<file path="src/rtl/tm1638_controller.sv">
// tm1638_controller: continuously refreshes a TM1638 LED/key board
// (8 digits, 8 LEDs, brightness) and optionally scans its 8 keys.
// Define TM1638_KEY_READ_EN to include the key-read transaction.
module tm1638_controller #(
    parameter int CLK_DIV = 4
) (
    input  logic        clk,
    input  logic        rst_n,
    input  logic [63:0] digits,
    input  logic [7:0]  leds,
    input  logic [2:0]  brightness,
    output logic [7:0]  keys,
    output logic        keys_valid,
    output logic        tm1638_clk,
    output logic        tm1638_stb,
    input  logic        tm1638_dio_in,
    output logic        tm1638_dio_out,
    output logic        tm1638_dio_out_en
);
    localparam int CW = $clog2(CLK_DIV + 1);
    localparam logic [CW-1:0] TERM = CW'(CLK_DIV - 1);
`ifdef TM1638_KEY_READ_EN
    localparam logic [1:0] LAST_TXN = 2'd3;
`else
    localparam logic [1:0] LAST_TXN = 2'd2;
`endif

    typedef enum logic [2:0] {IDLE, START, SHIFT_OUT, READ_WAIT, SHIFT_IN, GAP, LATCH} state_t;

    state_t        state_q, state_d;
    logic [CW-1:0] cnt_q, cnt_d;
    logic          half_q, half_d;
    logic [4:0]    bit_q, bit_d;
    logic [4:0]    byte_q, byte_d;
    logic [1:0]    txn_q, txn_d;
    logic [7:0]    sh_q, sh_d;
    logic [63:0]   dig_q, dig_d;
    logic [7:0]    led_q, led_d;
    logic [2:0]    bri_q, bri_d;
    logic          en_q, en_d;
    logic          tick, full_end, frame_start;
    logic [4:0]    last_byte;
`ifdef TM1638_KEY_READ_EN
    logic [31:0]   rx_q, rx_d;
    logic [7:0]    keys_q, keys_d;
`endif

    // Byte sent at position idx of transaction txn (T1: address byte then 16 data bytes).
    function automatic logic [7:0] byte_for(input logic [1:0] txn, input logic [4:0] idx,
                                            input logic [63:0] dg, input logic [7:0] ld,
                                            input logic [2:0] br);
        logic [3:0] addr;
        addr = 4'(idx - 5'd1);
        case (txn)
            2'd0: byte_for = 8'h40;
            2'd1: begin
                if (idx == 5'd0)  byte_for = 8'hC0;
                else if (addr[0]) byte_for = {7'b0, ld[addr[3:1]]};
                else              byte_for = dg[{addr[3:1], 3'b000} +: 8];
            end
            2'd2:    byte_for = {5'b10001, br};
            default: byte_for = 8'h42;
        endcase
    endfunction

    assign tick      = (cnt_q == TERM);
    assign full_end  = tick && half_q;
    assign last_byte = (txn_q == 2'd1) ? 5'd16 : 5'd0;

    // State and datapath registers with synchronous active-low reset.
    always_ff @(posedge clk) begin
        if (!rst_n) begin
            state_q <= IDLE;
            cnt_q   <= '0;
            half_q  <= 1'b0;
            bit_q   <= '0;
            byte_q  <= '0;
            txn_q   <= '0;
            sh_q    <= '0;
            dig_q   <= '0;
            led_q   <= '0;
            bri_q   <= '0;
            en_q    <= 1'b0;
        end else begin
            state_q <= state_d;
            cnt_q   <= cnt_d;
            half_q  <= half_d;
            bit_q   <= bit_d;
            byte_q  <= byte_d;
            txn_q   <= txn_d;
            sh_q    <= sh_d;
            dig_q   <= dig_d;
            led_q   <= led_d;
            bri_q   <= bri_d;
            en_q    <= en_d;
        end
    end

`ifdef TM1638_KEY_READ_EN
    // Key shift register and latched key state.
    always_ff @(posedge clk) begin
        if (!rst_n) begin
            rx_q   <= '0;
            keys_q <= '0;
        end else begin
            rx_q   <= rx_d;
            keys_q <= keys_d;
        end
    end
    assign keys       = keys_q;
    assign keys_valid = (state_q == LATCH);
`else
    logic unused_dio;
    assign unused_dio = tm1638_dio_in;
    assign keys       = '0;
    assign keys_valid = 1'b0;
`endif

    // Next-state and datapath: half-period timer, bit/byte sequencing, frame snapshot.
    always_comb begin
        state_d     = state_q;
        cnt_d       = tick ? '0 : cnt_q + CW'(1);
        half_d      = tick ? ~half_q : half_q;
        bit_d       = bit_q;
        byte_d      = byte_q;
        txn_d       = txn_q;
        sh_d        = sh_q;
        dig_d       = dig_q;
        led_d       = led_q;
        bri_d       = bri_q;
        en_d        = 1'b1;
        frame_start = 1'b0;
`ifdef TM1638_KEY_READ_EN
        rx_d        = rx_q;
        keys_d      = keys_q;
`endif
        case (state_q)
            IDLE: if (full_end) frame_start = 1'b1;
            START: if (tick) state_d = SHIFT_OUT;
            SHIFT_OUT: if (full_end) begin
                bit_d = bit_q + 5'd1;
                sh_d  = {1'b0, sh_q[7:1]};
                if (bit_q[2:0] == 3'd7) begin
                    bit_d = '0;
                    if (byte_q == last_byte) begin
`ifdef TM1638_KEY_READ_EN
                        state_d = (txn_q == 2'd3) ? READ_WAIT : GAP;
`else
                        state_d = GAP;
`endif
                    end else begin
                        byte_d = byte_q + 5'd1;
                        sh_d   = byte_for(txn_q, byte_q + 5'd1, dig_q, led_q, bri_q);
                    end
                end
            end
`ifdef TM1638_KEY_READ_EN
            READ_WAIT: if (full_end) begin
                state_d = SHIFT_IN;
                bit_d   = '0;
            end
            SHIFT_IN: begin
                // Sample in the last cycle of the low half, just before clk rises.
                if (tick && !half_q) rx_d = {tm1638_dio_in, rx_q[31:1]};
                if (full_end) begin
                    bit_d = bit_q + 5'd1;
                    if (bit_q == 5'd31) state_d = GAP;
                end
            end
            LATCH: frame_start = 1'b1;
`endif
            GAP: if (full_end) begin
                if (txn_q == LAST_TXN) begin
`ifdef TM1638_KEY_READ_EN
                    state_d = LATCH;
                    for (int b = 0; b < 4; b++) begin
                        keys_d[b]     = rx_q[8*b];
                        keys_d[b + 4] = rx_q[8*b + 4];
                    end
`else
                    frame_start = 1'b1;
`endif
                end else begin
                    state_d = START;
                    txn_d   = txn_q + 2'd1;
                    byte_d  = '0;
                    bit_d   = '0;
                    sh_d    = byte_for(txn_q + 2'd1, 5'd0, dig_q, led_q, bri_q);
                end
            end
            default: state_d = IDLE;
        endcase
        // Inputs are frozen for the whole frame at its first STB fall.
        if (frame_start) begin
            state_d = START;
            txn_d   = '0;
            byte_d  = '0;
            bit_d   = '0;
            sh_d    = 8'h40;
            dig_d   = digits;
            led_d   = leds;
            bri_d   = brightness;
        end
        if (state_d != state_q) begin
            cnt_d  = '0;
            half_d = 1'b0;
        end
    end

    // Pin outputs decoded from registered state.
    always_comb begin
        tm1638_clk        = 1'b1;
        tm1638_stb        = 1'b1;
        tm1638_dio_out    = 1'b0;
        tm1638_dio_out_en = en_q;
        case (state_q)
            START: tm1638_stb = 1'b0;
            SHIFT_OUT: begin
                tm1638_stb     = 1'b0;
                tm1638_clk     = half_q;
                tm1638_dio_out = sh_q[0];
            end
            READ_WAIT: begin
                tm1638_stb        = 1'b0;
                tm1638_dio_out_en = 1'b0;
            end
            SHIFT_IN: begin
                tm1638_stb        = 1'b0;
                tm1638_clk        = half_q;
                tm1638_dio_out_en = 1'b0;
            end
            default: ;
        endcase
    end
endmodule

</file>
<file path="config.mk">
export PLATFORM = sky130hd
export DESIGN_NAME = tm1638_controller
export DESIGN_NICKNAME = d
export VERILOG_FILES = /design/src/rtl/tm1638_controller.sv
export SDC_FILE = /design/constraint.sdc
export NUM_CORES = 1
export LEC_CHECK = 0
export BUFFER_PORTS_ARGS = -buffer_cell sky130_fd_sc_hd__buf_2
export CAP_MARGIN = 0
export CELL_PAD_IN_SITES_DETAIL_PLACEMENT = 1
export CELL_PAD_IN_SITES_GLOBAL_PLACEMENT = 2
export CORE_MARGIN = 5
export CORE_UTILIZATION = 30
export CTS_CLUSTER_DIAMETER = 50
export DETAILED_ROUTE_END_ITERATION = 16
export PLACE_DENSITY_LB_ADDON = 0.1
export SETUP_SLACK_MARGIN = 0.2
export SLEW_MARGIN = 15
export SYNTH_ARGS = -nofsm -noshare
export SYNTH_HDL_FRONTEND = slang
export SYNTH_SLANG_ARGS = --single-unit
</file>
<file path="constraint.sdc">
create_clock -name clk -period 2.4 [get_ports clk]
set_clock_uncertainty 0.1 [all_clocks]
set_input_delay 0.12 -clock clk [delete_from_list [all_inputs] [get_ports clk]]
set_output_delay 0.12 -clock clk [all_outputs]
set_load 0.01 [all_outputs]
</file>
==> impl_summary.log, run 1 <==
[metrics] result of the run: finished with violations
[metrics] failing checks: negative setup slack
[metrics] share of the synthesized area in the top cell type: 38.82%
[metrics] total number of vias: 5176
[metrics] Max VDD drop: 0.3134 mV
[metrics] crit path capture type: flop
[metrics] DRC marker count from the first detailed-route iteration: 219
[metrics] remaining global-route overflow: 0
[metrics] number of antenna violations at the first check in global routing: 0
[metrics] sequential fraction of the synthesis area: 38.82%
[metrics] worst-case headroom to the max-slew limit: 66.13%
[metrics] global routing usage summed across all routing layers: 18.63%
[metrics] Inserted Diodes: 0
[metrics] startpoint type of the worst setup path: flop
[metrics] data required time of the critical path: 2.60 ns
[metrics] global placer's final weighted congestion: 0.8954
[metrics] Reg clk slew, reported paths: 0.07 ns
[metrics] most repeated cell in the gate-level netlist after synthesis: sky130_fd_sc_hd__nand2_1
[metrics] total count of max-transition violations in the final report: 0
[metrics] number of fill cells: 2080
[metrics] wire length after detailed routing: 18680 um
[metrics] wire per inst: 17.70 um
[metrics] total die area: 20100 um^2
[metrics] TritonCTS clock tree: built
[metrics] number of DRC violations after detailed routing: 0
[metrics] Crit-path slowest cell: sky130_fd_sc_hd__a221oi_4
[metrics] maximum clock rate: 0.4055 GHz
[metrics] final hold vios: 0
[metrics] clock sink total: 101
[metrics] most common library cells after synthesis: sky130_fd_sc_hd__nand2_1 (173), sky130_fd_sc_hd__dfxtp_1 (101), sky130_fd_sc_hd__a21boi_0 (68)
[metrics] Primary FF master, synth: sky130_fd_sc_hd__dfxtp_1
[metrics] multi-input gate area in the final layout: 3038 um^2
[metrics] DPL Wire Length: 13840 um
[metrics] power density over cell area: 443.9 nW/um^2
[metrics] worst skew pair latency: 0.35 ns
[metrics] final worst-path cycle share: 102.7%
[metrics] post-DR vias/cell: 4.906
[metrics] count of buffering cells on the critical path with inverters included: 2
[metrics] number of global-route vias before repair: 5558
[metrics] library cell with the largest summed area after synthesis: sky130_fd_sc_hd__dfxtp_1
[metrics] sequence of cells on the critical path: inv_2, ha_4, nor4bb_4, a31o_4, a221oi_4, buf_6, nand3_1, and4_1, o41ai_2, and3_1
[metrics] MaxCap Viol Count: 0
[metrics] count of different cell masters after synthesis: 61
[metrics] clock root buffer: sky130_fd_sc_hd__clkbuf_16
[metrics] total standard cell area after synthesis: 5209 um^2
[metrics] post-route ant nets: 0
[metrics] count of mapped cells out of synthesis: 630
[metrics] total of buffers placed on input and output ports: 80
[metrics] PnR Total Power: 3.309 mW
[metrics] area growth from synthesis to final layout: 43.12%
[metrics] core footprint: 17180 um^2
[metrics] number of setup violations in the final report: 3
[metrics] count of flip-flops with a built-in enable after synthesis: 0
[metrics] count of pins on the block boundary: 91
[metrics] maximum single-stage delay on the critical path: 0.37 ns
[metrics] maximum buffer depth of the clock tree: 2
[metrics] Max FO, Critical Path: 6
[metrics] crit path time final: 2.466 ns
[metrics] first-pass GRT wire length: 29100 um
[metrics] static power due to leakage: 2.811 nW
[metrics] transition time of the tightest slew-check pin: 0.5027 ns
[metrics] Die X: 141.8 um
[metrics] Site Rows: 48
[metrics] Hold Path Class: in2reg
[metrics] synthesized area divided by synthesized cell count: 8.268 um^2
[metrics] Final Worst Setup Slack: -0.06599 ns
[metrics] FFs w/ async S/R, synth: 0%
[metrics] YS warnings: 0
[metrics] leading cell types by total area after synthesis: sky130_fd_sc_hd__dfxtp_1 (39%), sky130_fd_sc_hd__nand2_1 (12%), sky130_fd_sc_hd__a21boi_0 (9.8%)
[metrics] dpl ws: -0.1351 ns
[metrics] Seq cells post-synth: 101
[metrics] proportion of layout cells with a drive suffix above 1: 26.27%
[metrics] critical path class: reg2reg
[metrics] setup repair after global routing missed its margin: yes
[metrics] Worst Path Arrival: 2.66 ns
[metrics] length of the first detailed-routing pass in iterations: 4
[metrics] Final nets: 917
[metrics] Chip Height: 141.8 um
[metrics] largest net degree at the start of global routing: 59
[metrics] initial cell density of the core: 30.32%
[metrics] cell family with most CP delay: compound AO/OA/AOI/OAI gates
[metrics] Sequential cell area: 2027 um^2
[metrics] H-Tree Level Count: 3
[metrics] Num CTS Buffers: 9
[final timing paths]
kind             start  endpoint  slack (ns)  depth (start not counted)
max reg2reg  byte_q[0]   sh_q[2]       -0.07                         10
min reg2reg   cnt_q[0]  cnt_q[0]        0.32                          1
max          byte_q[0]   sh_q[2]       -0.07                         10
min              rst_n   sh_q[2]        0.16                          3
[registers in the layout, summed over array words and instances, names as in the netlist]
name and flops:
byte_q 5, state_q 3, cnt_q 3, en_q 1, bit_q 3, txn_q 2
led_q 8, sh_q 8, bri_q 3, half_q 1, dig_q 64
[power breakdown]
part	total (mW)	leakage, nW	internal, mW	switching, mW
registers	1.70	0.816	1.69	0.00915
clock network	1.36	0.132	0.700	0.658
logic	0.254	1.86	0.163	0.0905
[cells in the final DEF, fill, tap and decap left out, types with 12 or more instances in the layout]
master	n
sky130_fd_sc_hd__buf_4	71
sky130_fd_sc_hd__dlygate4sd3_1	75
sky130_fd_sc_hd__a21boi_0	68
sky130_fd_sc_hd__nand2_1	172
sky130_fd_sc_hd__a21oi_1	20
sky130_fd_sc_hd__nor2_1	30
sky130_fd_sc_hd__o21ai_0	12
sky130_fd_sc_hd__dfxtp_1	99
sky130_fd_sc_hd__nand3_1	12
sky130_fd_sc_hd__buf_2	80
[routing by layer]
layer	vias up	global-route usage, %	share of wire, %	wire, um
met5	-	0	0	0
met4	0	7.525	2.9	549
met3	25	3.472	3.3	625
met2	88	32.13	49	9189
met1	2500	22.84	45	8313
li1	2563	-	-	-
[cells by family (layout without fill, tap and decap cells)]
kind of cell / count (synthesis) / in the layout / share of synthesized area, %
adder cells (fa/ha/maj): 12 / 12 / 2.882
flip-flops: 101 / 101 / 38.82
buffers and inverters: 63 / 255 / 5.861
AO/OA/AOI/OAI: 161 / 161 / 22.72
other: 1 / 9 / 0.07199
AND/OR/NAND/NOR: 263 / 263 / 22.20
XOR/XNOR: 8 / 8 / 1.345
multiplexers: 21 / 21 / 6.101
[what timing repair did]
item	CTS	global route
hold buffers	75	0
setup endpoints to repair	16	90
hold endpoints to repair	75	0
setup buffers	5	1
resized for setup	10	18
gates cloned	1	0
pin swaps	5	4
[worst min-delay path, stage by stage]
cell	delay [ns]
sky130_fd_sc_hd__buf_2	0.13
sky130_fd_sc_hd__and2_1	0.17
sky130_fd_sc_hd__and3_1	0.15
[per-stage QoR]
stage	setup TNS (ns)	util (%)	hold WS, ns	cells	cell area [um^2]
after CTS	-0.08962	42.88	0.1607	1054	7366
after floorplan	-0.5382	-	0.04772	638	5281
after global placement	-0.06148	36.39	0.2649	959	6251
after global routing	-0.7808	43.40	0.1766	1055	7455
final	-0.1287	43.40	0.1621	1055	7455
after detailed placement	-0.8136	36.39	0.2721	959	6251
[area by class of cell]
type / instances / area share, %
clock inverters: 5 / 0.4867
flip-flops and latches: 101 / 27.19
multi-input cells: 474 / 40.75
repair buffers: 233 / 24.34
well taps: 225 / 3.776
inverters: 8 / 0.4364
clock buffers: 9 / 3.021
Note: power is estimated with default switching activity, not from simulation.
==> run 2: changes to the inputs <==
--- a/config.mk
+++ b/config.mk
@@ -10,7 +10,7 @@
 export CELL_PAD_IN_SITES_DETAIL_PLACEMENT = 1
 export CELL_PAD_IN_SITES_GLOBAL_PLACEMENT = 2
 export CORE_MARGIN = 5
-export CORE_UTILIZATION = 30
+export CORE_UTILIZATION = 33
 export CTS_CLUSTER_DIAMETER = 50
 export DETAILED_ROUTE_END_ITERATION = 16
 export PLACE_DENSITY_LB_ADDON = 0.1
==> constraint.sdc (replaced) <==
create_clock -name clk -period 2.35 [get_ports clk]
set_clock_uncertainty 0.1 [all_clocks]
set_input_delay 0.1175 -clock clk [delete_from_list [all_inputs] [get_ports clk]]
set_output_delay 0.1175 -clock clk [all_outputs]
set_load 0.01 [all_outputs]
==> impl_summary.log, run 2 (synthesis gave the netlist of run 1 again) <==
[metrics] Final nets: 921 (+0.44%)
[metrics] area growth from synthesis to final layout: 46.72%
[metrics] global placer's final weighted congestion: 0.8490 (-5.2%)
[metrics] maximum single-stage delay on the critical path: 0.39 ns (+0.02 ns)
[metrics] failing checks: negative setup slack
[metrics] largest net degree at the start of global routing: 84 (+42%)
[metrics] crit path capture type: flop
[metrics] switching share of power: 22.75% (-0.15 points)
[metrics] sequence of cells on the critical path: inv_4, ha_4, nor4bb_4, a31o_4, a221oi_4, nand2_4, mux2_4, a221o_1, a21oi_2
[metrics] core footprint: 15660 um^2 (-8.9%)
[metrics] proportion of layout cells with a drive suffix above 1: 27.03% (+0.77 points)
[metrics] number of setup violations in the final report: 8 (+5)
[metrics] number of fill cells: 1876 (-9.8%)
[metrics] startpoint type of the worst setup path: flop
[metrics] initial cell density of the core: 33.27% (+2.9 points)
[metrics] number of DRC violations after detailed routing: 0 (unchanged)
[metrics] result of the run: finished with violations
[metrics] total die area: 18400 um^2 (-8.5%)
[metrics] remaining global-route overflow: 0 (unchanged)
[metrics] switching power: 0.8132 mW (+7.3%)
[metrics] number of antenna violations at the first check in global routing: 0 (unchanged)
[metrics] worst skew pair latency: 0.36 ns (about the same)
[metrics] leading cell types in the layout, fill and taps excluded: sky130_fd_sc_hd__nand2_1 (171), sky130_fd_sc_hd__dfxtp_1 (97), sky130_fd_sc_hd__buf_2 (80)
[metrics] clock root buffer: sky130_fd_sc_hd__clkbuf_16
[metrics] fraction of the core area covered by cells at the end of the flow: 48.82% (+5.4 points)
[metrics] biggest regs: dig_q x64, led_q x8, sh_q x8
[metrics] Layout Cell Area excl Fill: 7642 um^2 (+2.5%)
[metrics] Worst Path Arrival: 2.66 ns (about the same)
[metrics] placed cell count: 948 (-1.1%)
[metrics] total of buffers placed on input and output ports: 80 (unchanged)
[metrics] first-pass GRT wire length: 29910 um (+2.8%)
[metrics] Final Hold Slack: 0.05849 ns (-0.1036 ns)
[metrics] global routing usage summed across all routing layers: 21.00% (+2.4 points)
[metrics] worst reg-to-reg path cell count: 9 (-1)
[metrics] Max VDD drop: 0.3480 mV (+11%)
[metrics] Site Rows: 46 (-4.2%)
[metrics] setup repair after global routing missed its margin: yes
[metrics] maximum buffer depth of the clock tree: 2 (unchanged)
[metrics] total number of vias: 5248 (+1.4%)
[metrics] DRC marker count from the first detailed-route iteration: 261 (+19%)
[metrics] Reg with most FFs: dig_q
[metrics] length of the first detailed-routing pass in iterations: 4 (unchanged)
[metrics] sequential fraction of design power: 48.5% (-2.8 points)
[metrics] DPL Wire Length: 13820 um (-0.16%)
[metrics] Max FO, Critical Path: 5 (-1)
[metrics] crit path time final: 2.463 ns (-0.003100 ns)
[metrics] static power due to leakage: 2.899 nW (+3.1%)
[metrics] Num CTS Buffers: 9 (unchanged)
[metrics] maximum clock rate: 0.4060 GHz (+0.13%)
[metrics] wire per inst: 18.85 um (+6.5%)
[metrics] H-Tree Level Count: 3 (unchanged)
[metrics] count of pins on the block boundary: 91 (unchanged)
[metrics] final worst-path cycle share: 104.8% (+2.1 points)
[metrics] wire length after detailed routing: 19830 um (+6.2%)
[metrics] clock network power share: 43.9% (+2.9 points)
[metrics] critical path class: reg2reg
[metrics] number of instances on the worst hold path: 2 (-1)
[metrics] Final Worst Setup Slack: -0.1129 ns (-0.04690 ns)
[metrics] Reg clk slew, reported paths: 0.07 ns (about the same)
[metrics] combinational share of power: 7.6% (about the same)
[metrics] post-placement cell area: 6275 um^2 (+0.38%)
[metrics] final cell count without fillers: 1052 (-0.28%)
[metrics] Hold Path Class: in2reg
[metrics] number of global-route vias before repair: 5501 (-1.0%)
[metrics] Inserted Diodes: 0 (unchanged)
[metrics] Crit-path slowest cell: sky130_fd_sc_hd__a221oi_4
[metrics] TritonCTS clock tree: built
[metrics] internal power summed over all cells: 2.761 mW (+8.2%)
[metrics] max reg flops: 64 (unchanged)
[metrics] total count of max-transition violations in the final report: 0 (unchanged)
[metrics] dpl ws: -0.2145 ns (-0.07937 ns)
[metrics] post-route ant nets: 0 (unchanged)
[metrics] post-DR vias/cell: 4.989 (+1.7%)
[metrics] clock sink total: 101 (unchanged)
[metrics] Die X: 135.6 um (-4.3%)
[metrics] Chip Height: 135.6 um (-4.3%)
[metrics] final hold vios: 0 (unchanged)
[metrics] MaxCap Viol Count: 0 (unchanged)
[metrics] commonest non-fill, non-tap cell in the layout: sky130_fd_sc_hd__nand2_1
[metrics] power density over cell area: 467.7 nW/um^2 (+5.4%)
[metrics] data required time of the critical path: 2.55 ns (-0.05 ns)
## run 2: cell count changes in the layout (fill, tap and decap cells not counted), sizes merged
cell,delta
buf,-1
bufinv,+1
clkbuf,+6
clkinvlp,+1
inv,-1
## run 2: repair_timing
item	in CTS	in global routing
endpoints found under the hold margin	75	0
pin swaps	6	4
hold buffers	75	0
gates resized for setup	12	34
endpoints found under the setup margin	8	82
gates cloned	0	5
buffers inserted	2	6
## run 2: worst max-delay path, delay by kind of cell (launching register included)
| kind | cells | cell delay, ns |
|---|---|---|
| AO/OA/AOI/OAI | 4 | 1.05 |
| adder cells (fa/ha/maj) | 1 | 0.30 |
| buffers and inverters | 1 | 0.04 |
| flip-flops | 1 | 0.38 |
| multiplexers | 1 | 0.33 |
| AND/OR/NAND/NOR | 2 | 0.20 |
## run 2: layout make-up
type / instances / area (um^2) / area share [%]
timing repair buffer: 237 / 1984 / 25.97
tap: 216 / 270.3 / 3.536
multi-input combinational: 474 / 3013 / 39.42
sequential: 101 / 2032 / 26.59
inverter: 8 / 35.03 / 0.4584
clock buffer: 10 / 239.0 / 3.127
clock inverter: 6 / 68.82 / 0.9005
## run 2: routing by layer
| layer | vias up | wire length (um) | GRT usage [%] |
|---|---|---|---|
| met1 | 2564 | 8485 | 25.64 |
| met5 | - | 0 | 0 |
| met2 | 97 | 10340 | 37.89 |
| met4 | 0 | 435 | 7.559 |
| li1 | 2565 | - | - |
| met3 | 22 | 570 | 2.526 |
## run 2: worst paths after layout
kind	slack [ns]	startpoint	endpoint
setup / recovery	-0.11	byte_q[0]	sh_q[3]
hold / removal	0.06	rst_n	en_q
setup reg to reg	-0.11	byte_q[0]	sh_q[3]
hold reg to reg	0.31	cnt_q[0]	cnt_q[0]
## run 2: stage by stage
step / total power, mW / TNS [ns]
6_report: 3.574 / -0.6982
5_1_grt: 3.702 / -1.524
4_1_cts: 3.604 / -0.5481
3_5_place_dp: 1.939 / -1.307
3_3_place_gp: 1.934 / -0.3672
2_1_floorplan: 1.852 / -0.8858
## run 2: power groups by stage
stage	sequential (mW)	combinational, mW	clock, mW
CTS	1.73	0.260	1.61
finish	1.73	0.273	1.57
floorplan	1.77	0.0821	0
global route	1.73	0.298	1.67
global placement	1.77	0.160	0
detailed placement	1.77	0.164	0
